<file path="src/rtl/regfile_write_arbiter.sv">
// Register file write-port owner: clears all registers after reset, then grants
// NUM_REQ write-back requesters round-robin. Optional macro REGFILE_ARB_R0_PROTECT_EN
// keeps register 0 at zero by suppressing arbitrated writes to address 0.
module regfile_write_arbiter #(
  parameter  int BUS_WIDTH = 16,
  parameter  int DEPTH     = 8,
  parameter  int NUM_REQ   = 3,
  localparam int ADDR_SIZE = $clog2(DEPTH)
) (
  input  logic                           clk,
  input  logic                           rst_n,
  input  logic [NUM_REQ-1:0]             req_valid,
  input  logic [NUM_REQ*ADDR_SIZE-1:0]   req_addr,
  input  logic [NUM_REQ*BUS_WIDTH-1:0]   req_data,
  output logic [NUM_REQ-1:0]             req_ready,
  output logic                           rf_wr_en,
  output logic [ADDR_SIZE-1:0]           rf_wr_addr,
  output logic [BUS_WIDTH-1:0]           rf_wr_data,
  output logic                           init_done
);
  localparam int PTR_W = $clog2(NUM_REQ);

  typedef enum logic {INIT, ARB} state_t;

  state_t                 state_q, state_d;
  logic [ADDR_SIZE-1:0]   cnt_q, cnt_d;
  logic [PTR_W-1:0]       ptr_q, ptr_d;
  logic                   en_q, en_d;
  logic [ADDR_SIZE-1:0]   addr_q, addr_d;
  logic [BUS_WIDTH-1:0]   data_q, data_d;
  logic                   done_q, done_d;

  logic [NUM_REQ-1:0]     gnt;
  logic [PTR_W-1:0]       gnt_idx;
  logic                   found;
  logic [ADDR_SIZE-1:0]   sel_addr;
  logic [BUS_WIDTH-1:0]   sel_data;

  // First valid requester at or above the pointer, wrapping; depends only on
  // state, pointer and valid so ready never combinationally follows addr/data.
  always_comb begin
    gnt     = '0;
    gnt_idx = '0;
    found   = 1'b0;
    if (state_q == ARB) begin
      for (int off = 0; off < NUM_REQ; off++) begin
        if (!found && req_valid[(int'(ptr_q) + off) % NUM_REQ]) begin
          found   = 1'b1;
          gnt_idx = PTR_W'((int'(ptr_q) + off) % NUM_REQ);
          gnt[(int'(ptr_q) + off) % NUM_REQ] = 1'b1;
        end
      end
    end
  end

  assign sel_addr  = req_addr[gnt_idx*ADDR_SIZE +: ADDR_SIZE];
  assign sel_data  = req_data[gnt_idx*BUS_WIDTH +: BUS_WIDTH];
  assign req_ready = gnt;

  always_comb begin
    state_d = state_q;
    cnt_d   = cnt_q;
    ptr_d   = ptr_q;
    en_d    = 1'b0;
    addr_d  = addr_q;
    data_d  = data_q;
    done_d  = done_q;
    if (state_q == INIT) begin
      en_d   = 1'b1;
      addr_d = cnt_q;
      data_d = '0;
      cnt_d  = cnt_q + ADDR_SIZE'(1);
      if (cnt_q == ADDR_SIZE'(DEPTH - 1)) begin
        state_d = ARB;
        done_d  = 1'b1;
      end
    end else if (found) begin
`ifdef REGFILE_ARB_R0_PROTECT_EN
      en_d   = (sel_addr != '0);
`else
      en_d   = 1'b1;
`endif
      addr_d = sel_addr;
      data_d = sel_data;
      ptr_d  = PTR_W'((int'(gnt_idx) + 1) % NUM_REQ);
    end
  end

  always_ff @(posedge clk or negedge rst_n) begin
    if (!rst_n) begin
      state_q <= INIT;
      cnt_q   <= '0;
      ptr_q   <= '0;
      en_q    <= 1'b0;
      addr_q  <= '0;
      data_q  <= '0;
      done_q  <= 1'b0;
    end else begin
      state_q <= state_d;
      cnt_q   <= cnt_d;
      ptr_q   <= ptr_d;
      en_q    <= en_d;
      addr_q  <= addr_d;
      data_q  <= data_d;
      done_q  <= done_d;
    end
  end

  assign rf_wr_en   = en_q;
  assign rf_wr_addr = addr_q;
  assign rf_wr_data = data_q;
  assign init_done  = done_q;
endmodule

</file>
<file path="config.mk">
export PLATFORM = sky130hd
export DESIGN_NAME = regfile_write_arbiter
export DESIGN_NICKNAME = d
export VERILOG_FILES = /design/src/rtl/regfile_write_arbiter.sv
export SDC_FILE = /design/constraint.sdc
export NUM_CORES = 1
export LEC_CHECK = 0
export ABC_AREA = 1
export CORE_ASPECT_RATIO = 1.25
export CORE_MARGIN = 1
export CORE_UTILIZATION = 35
export DETAILED_ROUTE_END_ITERATION = 8
export PLACE_DENSITY = 0.74
export SKIP_LAST_GASP = 1
export SYNTH_ARGS = -nofsm -noshare
export SYNTH_HDL_FRONTEND = slang
export SYNTH_SLANG_ARGS = --single-unit
</file>
<file path="constraint.sdc">
create_clock -name clk -period 2.3 [get_ports clk]
set_input_delay 0.345 -clock clk [delete_from_list [all_inputs] [get_ports clk]]
set_output_delay 0.345 -clock clk [all_outputs]
set_load 0.05 [all_outputs]
</file>
==> reports/qor.yml <==
drive_gt1_share_pct: 19.42
place_area_mm2: 0.002835
worstPathRequired_ns: 1.96
fp.dieH_um: 84.12
crit_chain: "ha_4 -> nand3_1 -> nand2_2 -> nand3_2 -> inv_2 -> a22oi_2 -> a21oi_2 -> buf_12"
syn_to_final_growth_pct: 58.91
row_count: 29
worst_pin_slew_ns: 0.5462
end_kind: "output port"
rsz0062_at_grt: "yes"
cts_tree: "built"
max_clock_freq_ghz: 0.4333
dp_hpwl_mm: 4.111
yosysUniqueCellTypes: 34
n_fill_cell: 458
remaining_drc_errors: 0
vias: 2051
port_buffers: 85
syn_area_mm2: 0.001888
min_path_type: "input pin to asynchronous set/reset pin"
worstSetupPathType: "flip-flop to output port"
final.period_utilization_pct: 100.4
setup_tns_ns: -0.009442
syn_nets: 322
cts_buffer_depth: 2
dieArea_mm2: 0.005694
antenna_found_initial: 0
core-area_mm2: 0.005116
ys_seq_area_share_pct: 35.79
skew_ns: 0.007426
hold_viol_final: 0
ys_async_sr_fraction_pct: 100.0
die_x_um: 67.69
yosysTopAreaCellShare_pct: 35.79
synth_cells: 254
wl_per_cell_um: 13.45
drtIter0Drc: 108
grt_pass1_wl_mm: 8.873
clkTransAtPathRegs_ns: 0.10
num_io_pins: 86
htreeDepth: 1
gr-total-overflow: 0
final_cell_mix: "nand2_1 (107), clkdlybuf4s50_1 (82), nand3_1 (41), dfrtp_1 (26), buf_4 (12)"
slowest_stage: "dfrtp_2"
clock-sinks: 27
initial_utilization_pct: 36.90
netlist_top_cells_area: "dfrtp_1 (36%), nand2_1 (22%), nand3_1 (12%), ha_1 (4.0%), buf_6 (3.0%)"
grt_usage_pct: 20.04
cts_root_buf: "clkbuf_8"
yosys_warnings: 0
yosysTopAreaCell: "dfrtp_1"
grt_max_degree: 28
cts_inserted_buffers: 3
arrival_ns: 1.96
antennaDiodeCount: 0
slew_headroom_pct: 63.48
firstDrtPassIters: 4
first_global_vias: 2018
final_common_cell: "nand2_1"
vias_per_cell: 5.039
slowest_delay_ns: 0.46
fin_nets: 414
crit_fanout: 8
setup_violations: 2
clkLatencyLatePin_ns: 0.27
failed_checks: "setup timing"
drv_slew: 0
cp-start-kind: "flip-flop"
synth_enable_flop_cells: 0
fin_crit_ns: 2.308
outcome: "complete, but fails checks"
gp_congestion: 0.8389
drtAntennaViolNets: 0
max_cap_viol_count: 0
synth_seq_cells: 27
postSynthAreaPerCell_um2: 7.433
worst_slack_ns: -0.008097
routed_wl_mm: 5.473
post-route-cell-area_mm2: 0.003000
synth_ff_type: "dfrtp_1"
-- area by class of cell --
cell class / count / area, um2 / area share, %
inverter: 15 / 68.82 / 2.294
multi-input combinational: 199 / 1097 / 36.57
timing repair buffer: 100 / 1031 / 34.36
sequential: 27 / 676.9 / 22.56
clock inverter: 1 / 7.507 / 0.2502
tap: 62 / 77.57 / 2.585
clock buffer: 3 / 41.29 / 1.376
-- state kept, by name (all words and copies together) (netlist names) --
register and cells:
cnt_q 3, init_done 1, ptr_q 2, rf_wr_addr 3
rf_wr_data 16, rf_wr_en 1, state_q 1
-- Yosys cell counts, types with 2 or more instances --
library cell,n
inv_1,6
buf_4,3
nand3_2,5
dfrtp_1,27
nand3_1,44
nand3_4,2
buf_6,5
inv_2,4
nand2_2,7
nand4_1,2
a22oi_1,3
buf_2,2
nand2_4,2
nand2_1,110
ha_1,6
a31oi_1,4
a21oi_1,2
nor2_1,2
inv_4,3
-- metal layers --
layer / global-route usage, % / wire, um / vias up
met4: 4.642 / 80 / 0
met2: 36.90 / 2936 / 98
met3: 3.005 / 283 / 8
li1: - / - / 1001
met1: 23.27 / 2174 / 944
met5: 0 / 0 / -
-- path summary, 6_finish.rpt --
| kind | start | end | slack, ns | cells after the start |
|---|---|---|---|---|
| worst max-delay path | ptr_q[1] | req_ready[0] | -0.008 | 8 |
| worst min-delay path | rst_n | cnt_q[1] | 0.44 | 2 |
| worst max register to register | ptr_q[0] | rf_wr_data[14] | 0.15 | 12 |
| worst min register to register | init_done | init_done | 0.49 | 1 |
| max in group asynchronous | rst_n | ptr_q[1] | 1.58 | 2 |
| min in group clk | init_done | init_done | 0.49 | 1 |
-- through the flow --
stage,setup slack [ns],cells,hold WS [ns],util (%)
2_1_floorplan,0.1447,254,0.04941,-
3_3_place_gp,0.08027,398,0.4450,55.42
3_5_place_dp,-0.02554,398,0.4490,55.42
4_1_cts,0.007598,406,0.4501,57.84
5_1_grt,-0.08425,407,0.4849,58.65
6_report,-0.008097,407,0.4362,58.65
-- cell families after synthesis --
kind of cell | after synthesis | synth area share [%]
XOR/XNOR | 1 | 0.4640
buffers and inverters | 28 | 10.93
flip-flops | 27 | 35.79
AO/OA/AOI/OAI | 13 | 4.439
adder cells (fa/ha/maj) | 6 | 3.976
AND/OR/NAND/NOR | 179 | 44.40
-- worst max-delay path, delay by kind of cell, from the launching register on --
family | cells | cell delay [ns]
flip-flops | 1 | 0.46
buffers and inverters | 2 | 0.27
adder cells (fa/ha/maj) | 1 | 0.35
AO/OA/AOI/OAI | 2 | 0.25
AND/OR/NAND/NOR | 3 | 0.37
-- timing repair --
action                                  4_1_cts  5_1_grt
hold endpoints to repair                      0        0
pin swaps                                     2        6
buffers inserted                              4        1
endpoints found under the setup margin        4        4
resized for setup                            10        9
hold buffers                                  0        0
Power is left out: the tool's default activity adds up to more than one toggle a clock period on the data nets, which glitch-free logic cannot reach.
